--- src/rtl/ysyx_24100005_wbu_if.sv ---
// Result channel from EXU/LSU into the writeback unit.
interface ysyx_24100005_wbu_if #(
  parameter int unsigned DATA_WIDTH = 32,
  parameter int unsigned ADDR_WIDTH = 5
);
  logic                  in_valid;
  logic                  in_ready;
  logic                  in_rd_wen;
  logic [ADDR_WIDTH-1:0] in_rd;
  logic [DATA_WIDTH-1:0] in_data;

  // Producer side (EXU/LSU)
  modport master (
    output in_valid,
    output in_rd_wen,
    output in_rd,
    output in_data,
    input  in_ready
  );

  // Consumer side (WBU)
  modport slave (
    input  in_valid,
    input  in_rd_wen,
    input  in_rd,
    input  in_data,
    output in_ready
  );
endinterface

--- src/rtl/ysyx_24100005_wbu.sv ---
// Writeback unit: a 2-entry result FIFO that retires one result per cycle
// into the register file, counts the retired results, and optionally keeps a
// per-register pending-write scoreboard for decode.
// The scoreboard is built only when YSYX_24100005_WBU_SCOREBOARD_EN is defined.
module ysyx_24100005_wbu #(
  parameter int unsigned DATA_WIDTH = 32,
  parameter int unsigned ADDR_WIDTH = 5
) (
  input  logic                  clk,
  input  logic                  rst,
  ysyx_24100005_wbu_if.slave    in_bus,
  output logic                  rf_wen,
  output logic [ADDR_WIDTH-1:0] rf_waddr,
  output logic [DATA_WIDTH-1:0] rf_wdata,
  output logic                  commit_valid,
  output logic [31:0]           retire_cnt,
  input  logic                  iss_valid,
  input  logic [ADDR_WIDTH-1:0] iss_rd,
  input  logic [ADDR_WIDTH-1:0] q_rs1,
  input  logic [ADDR_WIDTH-1:0] q_rs2,
  output logic                  q_rs1_busy,
  output logic                  q_rs2_busy
);

  localparam int unsigned DEPTH = 2;

  logic                  r_wen_q  [DEPTH];
  logic [ADDR_WIDTH-1:0] r_rd_q   [DEPTH];
  logic [DATA_WIDTH-1:0] r_data_q [DEPTH];
  logic                  r_wptr;
  logic                  r_rptr;
  logic [1:0]            r_count;
  logic [31:0]           r_retire_cnt;

  logic                  w_push;
  logic                  w_pop;
  logic                  w_not_full;
  logic                  w_head_wen;
  logic [ADDR_WIDTH-1:0] w_head_rd;

  // Handshake and head view, all from registered state
  assign w_not_full       = (r_count != 2'd2);
  assign in_bus.in_ready  = w_not_full;
  assign w_push           = in_bus.in_valid && w_not_full;
  assign w_pop            = (r_count != 2'd0);
  assign w_head_wen       = r_wen_q[r_rptr];
  assign w_head_rd        = r_rd_q[r_rptr];

  assign commit_valid = w_pop;
  assign rf_wen       = w_pop && w_head_wen && (w_head_rd != '0);
  assign rf_waddr     = w_head_rd;
  assign rf_wdata     = r_data_q[r_rptr];
  assign retire_cnt   = r_retire_cnt;

  // FIFO storage, pointers, occupancy and retirement counter
  always_ff @(posedge clk or negedge rst) begin
    if (!rst) begin
      for (int i = 0; i < DEPTH; i++) begin
        r_wen_q[i]  <= 1'b0;
        r_rd_q[i]   <= '0;
        r_data_q[i] <= '0;
      end
      r_wptr       <= 1'b0;
      r_rptr       <= 1'b0;
      r_count      <= 2'd0;
      r_retire_cnt <= 32'd0;
    end else begin
      if (w_push) begin
        r_wen_q[r_wptr]  <= in_bus.in_rd_wen;
        r_rd_q[r_wptr]   <= in_bus.in_rd;
        r_data_q[r_wptr] <= in_bus.in_data;
        r_wptr           <= ~r_wptr;
      end
      if (w_pop) begin
        r_rptr       <= ~r_rptr;
        r_retire_cnt <= r_retire_cnt + 32'd1;
      end
      r_count <= r_count + 2'(w_push) - 2'(w_pop);
    end
  end

`ifdef YSYX_24100005_WBU_SCOREBOARD_EN
  localparam int unsigned NREG = 1 << ADDR_WIDTH;

  logic [NREG-1:0] r_busy;
  logic [NREG-1:0] w_busy_nxt;

  // Clear on retiring write, then set on issue so a same-cycle set wins
  always_comb begin
    w_busy_nxt = r_busy;
    if (w_pop && w_head_wen) begin
      w_busy_nxt[w_head_rd] = 1'b0;
    end
    if (iss_valid) begin
      w_busy_nxt[iss_rd] = 1'b1;
    end
    w_busy_nxt[0] = 1'b0;
  end

  // Busy bit register
  always_ff @(posedge clk or negedge rst) begin
    if (!rst) begin
      r_busy <= '0;
    end else begin
      r_busy <= w_busy_nxt;
    end
  end

  assign q_rs1_busy = r_busy[q_rs1];
  assign q_rs2_busy = r_busy[q_rs2];
`else
  logic w_unused;

  assign w_unused   = ^{iss_valid, iss_rd, q_rs1, q_rs2};
  assign q_rs1_busy = 1'b0;
  assign q_rs2_busy = 1'b0;
`endif

endmodule
--- src/flat_wrapper.sv ---
// flat-port wrapper written by rule: the top's interface ports become plain ports
module ysyx_24100005_wbu_flat 
#(
  parameter int unsigned DATA_WIDTH = 32,
  parameter int unsigned ADDR_WIDTH = 5
)
  (clk, rst, rf_wen, rf_waddr, rf_wdata, commit_valid, retire_cnt, iss_valid, iss_rd, q_rs1, q_rs2, q_rs1_busy, q_rs2_busy, in_bus_in_valid, in_bus_in_rd_wen, in_bus_in_rd, in_bus_in_data, in_bus_in_ready);
  ysyx_24100005_wbu_if #(.DATA_WIDTH(DATA_WIDTH), .ADDR_WIDTH(ADDR_WIDTH)) in_bus_i ();
  input  logic clk;
  input  logic rst;
  output logic rf_wen;
  output logic [ADDR_WIDTH-1:0] rf_waddr;
  output logic [DATA_WIDTH-1:0] rf_wdata;
  output logic commit_valid;
  output logic [31:0] retire_cnt;
  input  logic iss_valid;
  input  logic [ADDR_WIDTH-1:0] iss_rd;
  input  logic [ADDR_WIDTH-1:0] q_rs1;
  input  logic [ADDR_WIDTH-1:0] q_rs2;
  output logic q_rs1_busy;
  output logic q_rs2_busy;
  input wire logic [$bits(in_bus_i.in_valid)-1:0] in_bus_in_valid;
  input wire logic [$bits(in_bus_i.in_rd_wen)-1:0] in_bus_in_rd_wen;
  input wire logic [$bits(in_bus_i.in_rd)-1:0] in_bus_in_rd;
  input wire logic [$bits(in_bus_i.in_data)-1:0] in_bus_in_data;
  output wire logic [$bits(in_bus_i.in_ready)-1:0] in_bus_in_ready;
  assign in_bus_i.in_valid = in_bus_in_valid;
  assign in_bus_i.in_rd_wen = in_bus_in_rd_wen;
  assign in_bus_i.in_rd = in_bus_in_rd;
  assign in_bus_i.in_data = in_bus_in_data;
  assign in_bus_in_ready = in_bus_i.in_ready;
  ysyx_24100005_wbu #(.DATA_WIDTH(DATA_WIDTH), .ADDR_WIDTH(ADDR_WIDTH)) u_core (.clk(clk), .rst(rst), .in_bus(in_bus_i), .rf_wen(rf_wen), .rf_waddr(rf_waddr), .rf_wdata(rf_wdata), .commit_valid(commit_valid), .retire_cnt(retire_cnt), .iss_valid(iss_valid), .iss_rd(iss_rd), .q_rs1(q_rs1), .q_rs2(q_rs2), .q_rs1_busy(q_rs1_busy), .q_rs2_busy(q_rs2_busy));
endmodule
--- config.mk ---
export PLATFORM = sky130hd
export DESIGN_NAME = ysyx_24100005_wbu_flat
export DESIGN_NICKNAME = d
export VERILOG_FILES = /design/src/rtl/ysyx_24100005_wbu_if.sv /design/src/rtl/ysyx_24100005_wbu.sv /design/src/flat_wrapper.sv
export SDC_FILE = /design/constraint.sdc
export NUM_CORES = 1
export LEC_CHECK = 0
export CAP_MARGIN = 10
export CORE_MARGIN = 3
export CORE_UTILIZATION = 44
export DETAILED_ROUTE_END_ITERATION = 8
export PLACE_DENSITY = 0.76
export SLEW_MARGIN = 20
export SYNTH_ARGS = -nofsm -noshare
export SYNTH_HDL_FRONTEND = slang
export SYNTH_SLANG_ARGS = --single-unit
export TNS_END_PERCENT = 1
--- constraint.sdc ---
create_clock -name clk -period 1.4 [get_ports clk]
set_input_delay 0.21 -clock clk [delete_from_list [all_inputs] [get_ports clk]]
set_output_delay 0.21 -clock clk [all_outputs]
set_load 0.01 [all_outputs]
==> results.json, run 1 <==
{
  "crit_start": "u_core.r_rptr",
  "synth_edf_count": 0,
  "crit_fanout": 4,
  "setup_ws_ps": -525,
  "synth_top_area_share_pct": 54.5,
  "antenna_found_initial": 0,
  "wl_mm": 11.7,
  "synthMuxAreaShare_pct": 28.1,
  "ys_types": 33,
  "critPathCaptureType": "primary output",
  "setup_viol": 128,
  "start_util_pct": 46.3,
  "slowest_stage": "dfrtp_2",
  "report.final.slew_viol_count": 0,
  "postSynthAreaPerCell_um2": 15.0,
  "crit_type": "reg2out",
  "powerDensity_nw_per_um2": 2110,
  "synthArstFlopShare_pct": 100,
  "synth_compound_area_share_pct": 0.900,
  "num_antenna_cells": 0,
  "core_area_um2": 11100,
  "r2r_start": "u_core.r_count[1]",
  "numCtsBuffers": 9,
  "drt_first_pass_iters": 4,
  "ys_warn_count": 0,
  "synth_most_common_cell": "dfrtp_1",
  "port_buffers": 112,
  "rsz0062_at_grt": "yes",
  "die_h_um": 114,
  "min_period_over_period_pct": 138,
  "hold_viol": 0,
  "grt_start_max_net_pins": 33,
  "peakVddDrop_uv": 1340,
  "cts_tree": "built",
  "yosys-top-cells-count": "dfrtp_1, mux2_2, mux2_4, xnor2_1, nand4_1",
  "root_buffer": "clkbuf_16",
  "cts.path.max_buffers": 2,
  "areaGrowthSynthToFinish_pct": 43.4,
  "p_leak_nw": 3.48,
  "yosysSeqAreaShare_pct": 54.5,
  "syn_inst": 343,
  "cp_top_family": "flip-flops",
  "crit_required_ps": 1190,
  "hp-class": "in2async",
  "gr-total-overflow": 0,
  "drc_errors": 0,
  "fin_crit_ps": 1930,
  "num_vias": 3408,
  "die_w_um": 114,
  "synth_simple_gate_area_share_pct": 8.07,
  "cts.sinks": 112,
  "grt_pass1_wl_mm": 19.8,
  "ant_nets": 0,
  "routedWlPerCell_um": 17.5,
  "place_congestion": 0.775,
  "syn_area_um2": 5150,
  "rows": 38,
  "violations": "negative setup slack",
  "synth-seq-cells": 112,
  "dp_hpwl_mm": 8.32,
  "skew_ps": 8.83,
  "dp.cells": 641,
  "crit_chain": "buf_6, buf_6, mux2_4, nor3_4, a211oi_2, buf_2",
  "synth.area.top_cells": "dfrtp_1, mux2_2, mux2_4",
  "cp.arrival_ps": 1720,
  "grt_pass1_vias": 3775,
  "gr-usage-all-layers_pct": 19.2,
  "place_worst_setup_slack_ps": -431,
  "cp-start-kind": "flip-flop",
  "clkLatencyLatePin_ps": 350,
  "first_iter_violations": 161,
  "ys.flop_type": "dfrtp_1",
  "fill_cells": 842,
  "nets": 582,
  "routed_via_density": 5.09,
  "htree_levels": 3,
  "crit_buf_inv": 3,
  "maxCapViolCount": 0,
  "drive_above_1_share_pct": 49.7,
  "clock.fmax_mhz": 519,
  "yosysTopAreaCell": "dfrtp_1",
  "die-area_um2": 13000,
  "finalNonFillerCells": 669,
  "status": "finished, violations left",
  "io_pins": 131,
  "synthAdderAreaFrac_pct": 0.243,
  "synth-xor-area-share_pct": 5.62,
  "max_stage_delay_ps": 430,
  "synth_top_family_by_area": "multiplexers",
  "path_clk_slew_ps": 70,
  "path_common_cell": "buf_6"
}
## routing by layer
layer / track usage, % / vias up / part of all wire, % / wire [µm]
met5: 0 / - / 0 / 0
met4: 6.18 / 0 / 1.3 / 155
met3: 3.86 / 12 / 4.7 / 548
met2: 32.9 / 80 / 52 / 6090
met1: 24.6 / 1729 / 42 / 4900
li1: - / 1587 / - / -
## timing repair
action                                  4_1_cts  5_1_grt
hold buffers                                  1        0
endpoints found under the setup margin      171      157
gates resized for setup                     244       23
endpoints found under the hold margin        26        0
buffers inserted                              9        0
cloned                                        2        0
pin swaps                                    13        9
## power breakdown
group          switching, mW  total [mW]  internal, mW
clock                   1.16        2.72          1.56
combinational           2.70        7.50          4.80
sequential             0.811        5.32          4.51
## sequential cells by signal, indices dropped and copies added (netlist names)
| register | cells |
|---|---|
| u_core.r_rptr | 1 |
| u_core.r_count | 2 |
| u_core.retire_cnt | 32 |
| u_core.r_wptr | 1 |
| u_core.r_rd_q | 10 |
| u_core.r_data_q | 64 |
| u_core.r_wen_q | 2 |
## layout make-up
cell class	count	area, µm²	share of cell area, %
clock buffer	10	229	3.10
clock inverter	6	85.1	1.15
inverter	1	3.75	0.0509
multi-input combinational	217	2310	31.3
sequential	112	2810	38.0
tap	140	175	2.37
timing repair buffer	183	1770	23.9
## cell usage in the layout (no fill, tap or decap), drive strengths merged, types with 3 or more instances in the layout
master and count:
nor3 3, clkdlybuf4s15 12, mux2 114, buf 110
clkbuf 11, xor2 7, nor4 3, xnor2 26
dlygate4sd2 18, nand2 10, nand4 15, dfrtp 112
nand3 10, and3 8, clkdlybuf4s50 40, nor2 7
## path summary, 6_finish.rpt
path	to	slack [ps]	depth (start not counted)
hold / removal	u_core.r_data_q[50]	350	2
hold reg to reg	u_core.retire_cnt[31]	480	1
min in group clk	u_core.retire_cnt[31]	480	1
max in group asynchronous	u_core.retire_cnt[18]	450	3
setup / recovery	rf_wen	-530	6
setup reg to reg	u_core.r_rd_q[3]	-180	6
## stage by stage
step	utilization (%)	power, mW	TNS, ps	instance area, µm²	hold WS (ps)
global placement	61.3	11.9	-30160	6820	181
finish	66.3	15.5	-23960	7380	346
detailed placement	61.3	12.1	-33170	6820	181
floorplan	-	8.99	-5160	5160	-85.6
CTS	66.0	15.6	-25630	7350	362
global route	66.3	16.4	-33840	7380	378
## logic make-up (layout without fill, tap and decap cells)
group,Yosys count,after routing
AOI/OAI and AO/OA,3,3
xor gates and xnor gates,33,33
adders and majority gates,1,1
buffers and inverters,15,200
DFF,112,112
muxes,115,115
other,1,2
and+or+nand+nor,63,63
## worst register-to-register path, delay by kind of cell (launching register included)
kind	cells	cell delay (ps)
buffers and inverters	3	500
AND/OR/NAND/NOR	2	180
flip-flops	1	390
multiplexers	1	390
Note: power is estimated with default switching activity, not from simulation.
==> inputs of run 2 (changes only) <==
--- a/config.mk
+++ b/config.mk
@@ -6,6 +6,7 @@
 export NUM_CORES = 1
 export LEC_CHECK = 0
 export CAP_MARGIN = 10
+export CORE_ASPECT_RATIO = 1.1
 export CORE_MARGIN = 3
 export CORE_UTILIZATION = 44
 export DETAILED_ROUTE_END_ITERATION = 8
==> results.json, run 2 (synthesis gave the netlist of run 1 again) <==
{
  "antenna_found_initial": 0,
  "routedWlPerCell_um": 17.3,
  "cts.path.max_buffers": 2,
  "core_area_um2": 11200,
  "num_antenna_cells": 0,
  "clock.fmax_mhz": 523,
  "cp.arrival_ps": 1700,
  "peakVddDrop_uv": 1550,
  "setup_viol": 117,
  "nets": 582,
  "hp-class": "in2async",
  "cts_tree": "built",
  "final_core_util_pct": 67.4,
  "skew_ps": 7.09,
  "path_clk_slew_ps": 70,
  "p_leak_nw": 3.61,
  "top_register": "u_core.r_data_q",
  "drc_errors": 0,
  "r2r_setup_slack_ps": -130,
  "cp-start-kind": "flip-flop",
  "powerDensity_nw_per_um2": 2130,
  "die_w_um": 109,
  "layout_commonest_cell": "dfrtp_1",
  "die-area_um2": 13000,
  "num_vias": 3452,
  "setup_ws_ps": -512,
  "grt_pass1_wl_mm": 19.1,
  "crit_required_ps": 1190,
  "min_period_over_period_pct": 137,
  "drt_first_pass_iters": 4,
  "mostFrequentLayoutCells": "dfrtp_1, mux2_4, buf_4",
  "dp_hpwl_mm": 8.16,
  "crit_type": "reg2out",
  "wl_mm": 11.7,
  "crit_chain": "buf_12, mux2_4, nor3_4, a211oi_2, buf_2",
  "port_buffers": 112,
  "critPathCaptureType": "primary output",
  "io_pins": 131,
  "root_buffer": "clkbuf_16",
  "cts.sinks": 112,
  "start_util_pct": 46.1,
  "grt_start_max_net_pins": 73,
  "rsz0062_at_grt": "yes",
  "fin_crit_ps": 1910,
  "slowest_stage": "dfrtp_2",
  "crit_fanout": 5,
  "htree_levels": 3,
  "areaGrowthSynthToFinish_pct": 46.1,
  "max_stage_delay_ps": 470,
  "die_h_um": 119,
  "fill_cells": 815,
  "routed_via_density": 5.11,
  "largest_register_ffs": 64,
  "drive_above_1_share_pct": 49.7,
  "violations": "negative setup slack",
  "gr-total-overflow": 0,
  "place_congestion": 0.763,
  "grt_pass1_vias": 3805,
  "rows": 40,
  "hold_viol": 0,
  "status": "finished, violations left",
  "numCtsBuffers": 9,
  "ant_nets": 0,
  "first_iter_violations": 106,
  "report.final.slew_viol_count": 0,
  "gr-usage-all-layers_pct": 18.6,
  "maxCapViolCount": 0,
  "clkLatencyLatePin_ps": 340,
  "finalPower_mw": 16.0
}
-- run 2: cell types whose count changed in the layout (fill, tap and decap cells not counted), sizes merged --
cell           delta
dlygate4sd2       +6
clkdlybuf4s50     -1
clkbuf            +3
clkdlybuf4s15     -3
buf               -2
bufinv            -1
clkinvlp          -1
bufbuf            -1
-- run 2: what timing repair did --
action                                 in CTS  in global routing
gates cloned                                1                  0
setup endpoints to repair                 171                144
buffers inserted                            6                  0
endpoints found under the hold margin     112                  0
pin swaps                                  14                  3
gates resized for setup                   247                 29
hold buffers                                1                  0
-- run 2: area by class of cell --
type / count / area [µm²] / area share (%)
flip-flops and latches: 112 / 2810 / 37.3
multi-input cells: 217 / 2390 / 31.8
repair buffers: 183 / 1820 / 24.2
clock buffers: 12 / 267 / 3.54
well taps: 147 / 184 / 2.45
clock inverters: 4 / 51.3 / 0.682
inverters: 1 / 3.75 / 0.0499
-- run 2: metal layers --
metal	vias to the layer above	track usage (%)	part of all wire, %
li1	1585	-	-
met1	1771	23.4	42
met2	80	32.1	52
met3	16	2.76	3.9
met4	0	6.71	2.1
met5	-	0	0
-- run 2: through the flow --
| stage | setup WS (ps) | instance area [µm²] | setup TNS (ps) | cells | hold slack [ps] |
|---|---|---|---|---|---|
| finish | -512 | 7520 | -17660 | 676 | 437 |
| global route | -573 | 7520 | -24150 | 676 | 465 |
| CTS | -513 | 7460 | -19550 | 676 | 449 |
| detailed placement | -489 | 6890 | -31100 | 652 | 271 |
| global placement | -447 | 6890 | -30340 | 652 | 275 |
| floorplan | -118 | 5160 | -5160 | 344 | -85.6 |
-- run 2: path summary, 6_finish.rpt --
path,depth (start not counted),start,end
worst min register to register,1,u_core.retire_cnt[31],u_core.retire_cnt[31]
min in group clk,1,u_core.retire_cnt[31],u_core.retire_cnt[31]
worst min-delay path,3,rst,u_core.retire_cnt[27]
worst max-delay path,5,u_core.r_rptr,rf_wen
worst max register to register,6,u_core.r_count[1],u_core.r_data_q[41]
max in group asynchronous,3,rst,u_core.r_data_q[27]
-- run 2: power by group --
group          internal, mW  switching (mW)
Sequential             4.51           0.812
Clock                  1.54            1.14
Combinational          5.15            2.85
-- run 2: worst max-delay path: cells and delay by family (launching register included) --
| family | cells | cell delay [ps] |
|---|---|---|
| AOI/OAI and AO/OA | 1 | 90 |
| buffers and inverters | 2 | 290 |
| DFF | 1 | 470 |
| muxes | 1 | 310 |
| and+or+nand+nor | 1 | 190 |
==> inputs of run 3 (changes only) <==
--- a/config.mk
+++ b/config.mk
@@ -6,12 +6,11 @@
 export NUM_CORES = 1
 export LEC_CHECK = 0
 export CAP_MARGIN = 10
-export CORE_ASPECT_RATIO = 1.1
+export CORE_ASPECT_RATIO = 0.8
 export CORE_MARGIN = 3
 export CORE_UTILIZATION = 44
 export DETAILED_ROUTE_END_ITERATION = 8
 export PLACE_DENSITY = 0.76
-export SLEW_MARGIN = 20
 export SYNTH_ARGS = -nofsm -noshare
 export SYNTH_HDL_FRONTEND = slang
 export SYNTH_SLANG_ARGS = --single-unit
==> constraint.sdc (replaced) <==
create_clock -name clk -period 1.4 [get_ports clk]
set_input_delay 0.21 -clock clk [delete_from_list [all_inputs] [get_ports clk]]
set_output_delay 0.21 -clock clk [all_outputs]
set_load 0.05 [all_outputs]
==> results.json, run 3 (synthesis gave the netlist of run 1 again) <==
{
  "status": "finished, violations left",
  "violations": "negative setup slack",
  "fin_crit_ps": 1860,
  "postLayoutCellArea_um2": 7620,
  "p_int_mw": 10.7,
  "multi_input_area_um2": 2350,
  "rows": 34,
  "mostFrequentLayoutCells": "dfrtp_1, mux2_2, buf_4",
  "nets": 570,
  "final_core_util_pct": 68.3,
  "fill_cells": 815,
  "place_worst_setup_slack_ps": -314,
  "clockPowerShare_pct": 12.4,
  "min_period_over_period_pct": 133,
  "placed_cell_area_um2": 7170,
  "areaGrowthSynthToFinish_pct": 48.0,
  "r2r_end": "u_core.r_data_q[32]",
  "rr_worst_depth": 5,
  "swShare_pct": 41.1,
  "antenna_found_initial": 0,
  "rsz0062_at_grt": "yes",
  "hold_viol": 0,
  "cp.arrival_ps": 1650,
  "port_buffers": 112,
  "drc_errors": 0,
  "r2r_start": "u_core.r_count[1]",
  "root_buffer": "clkbuf_16",
  "critPathCaptureType": "primary output",
  "die_w_um": 127,
  "routed_via_density": 5.04,
  "grt_pass1_wl_mm": 17.9,
  "power.switching_mw": 7.45,
  "powerDensity_nw_per_um2": 2380,
  "wl_mm": 10.8,
  "io_pins": 131,
  "num_antenna_cells": 0,
  "report.final.slew_viol_count": 0,
  "layout_commonest_cell": "dfrtp_1",
  "crit_fanout": 7,
  "crit_buf_inv": 2,
  "top_register": "u_core.r_data_q",
  "dp_hpwl_mm": 7.89,
  "comb_power_share_pct": 58.3,
  "clock.fmax_mhz": 539,
  "start_util_pct": 46.2,
  "setup_ws_ps": -456,
  "cp_top_family": "flip-flops",
  "peakVddDrop_uv": 2390,
  "grt_pass1_vias": 3547,
  "crit_required_ps": 1190,
  "maxCapViolCount": 0,
  "path_clk_slew_ps": 70,
  "place_congestion": 0.796,
  "cts_tree": "built",
  "crit_type": "reg2out",
  "numCtsBuffers": 9,
  "r2r_setup_slack_ps": -100,
  "cts.sinks": 112,
  "cts.path.max_buffers": 2,
  "die-area_um2": 13000,
  "cp-start-kind": "flip-flop",
  "drive_above_1_share_pct": 58.4,
  "htree_levels": 3,
  "gr-total-overflow": 0,
  "hp-class": "in2async",
  "routedWlPerCell_um": 16.4,
  "slowest_stage": "dfrtp_2",
  "ant_nets": 0,
  "pwr-share-seq_pct": 29.3,
  "p_leak_nw": 3.44,
  "clkLatencyLatePin_ps": 330,
  "first_iter_violations": 120,
  "grt_start_max_net_pins": 81,
  "setup_viol": 106,
  "num_vias": 3324,
  "core_area_um2": 11100,
  "drt_first_pass_iters": 4,
  "skew_ps": 4.31,
  "die_h_um": 103,
  "max_stage_delay_ps": 460,
  "final-seq-area_um2": 2830,
  "largest_register_ffs": 64,
  "crit_chain": "buf_12, mux2_4, nor2_4, a211oi_4, buf_6",
  "holdWs_ps": 438,
  "gr-usage-all-layers_pct": 17.1
}
[run 3: cell count changes in the layout (fill, tap and decap cells not counted), moves of 21 or more]
cell / before / now
dlygate4sd2_1: 24 / 0
mux2_2: 46 / 68
buf_12: 8 / 42
mux2_4: 68 / 46
buf_6: 46 / 25
[run 3: cell type report]
class                           instances  share of cell area [%]
Sequential cell                       112                    37.2
Clock inverter                          2                   0.164
Multi-Input combinational cell        217                    30.8
Clock buffer                           12                    3.10
Timing Repair Buffer                  171                    26.3
Inverter                                1                  0.0493
Tap cell                              144                    2.37
[run 3: tightest hold or removal path: stages]
cell           delay [ps]
dlygate4sd3_1         530
buf_4                 120
buf_12                340
[run 3: layer usage]
| layer | track usage (%) | routed length (µm) |
|---|---|---|
| met5 | 0 | 0 |
| met3 | 3.63 | 465 |
| met2 | 28.3 | 5320 |
| met4 | 4.78 | 133 |
| met1 | 23.2 | 4880 |
[run 3: worst max-delay path by stage]
stage | slack (ps) | from | end | cells past startpoint
floorplan | -260 | u_core.r_rptr | rf_wen | 4
global placement | -280 | in_bus_in_valid | u_core.r_rd_q[8] | 5
finish | -460 | u_core.r_rptr | rf_wen | 5
CTS | -480 | u_core.r_rptr | rf_wen | 5
detailed placement | -310 | in_bus_in_valid | u_core.r_data_q[32] | 5
global route | -530 | u_core.r_rptr | rf_wdata[26] | 3
[run 3: per-stage QoR]
| step | TNS [ps] | std cells | total power [mW] |
|---|---|---|---|
| global route | -26260 | 659 | 19.0 |
| CTS | -20360 | 659 | 18.1 |
| global placement | -16850 | 642 | 15.2 |
| finish | -17780 | 659 | 18.1 |
| detailed placement | -18450 | 642 | 15.4 |
| floorplan | -16120 | 344 | 12.2 |
[run 3: repair_timing]
action | CTS | global route
hold buffers | 1 | 0
pin swaps | 7 | 14
endpoints found under the setup margin | 140 | 140
buffers inserted | 2 | 0
endpoints found under the hold margin | 112 | 0
resized for setup | 23 | 21
[run 3: power by group through the flow]
stage,logic [mW],registers (mW),clock network (mW)
floorplan,6.73,5.46,0
global placement,9.97,5.23,0
detailed placement,10.1,5.31,0
CTS,10.5,5.29,2.32
global route,11.1,5.47,2.44
finish,10.6,5.30,2.25
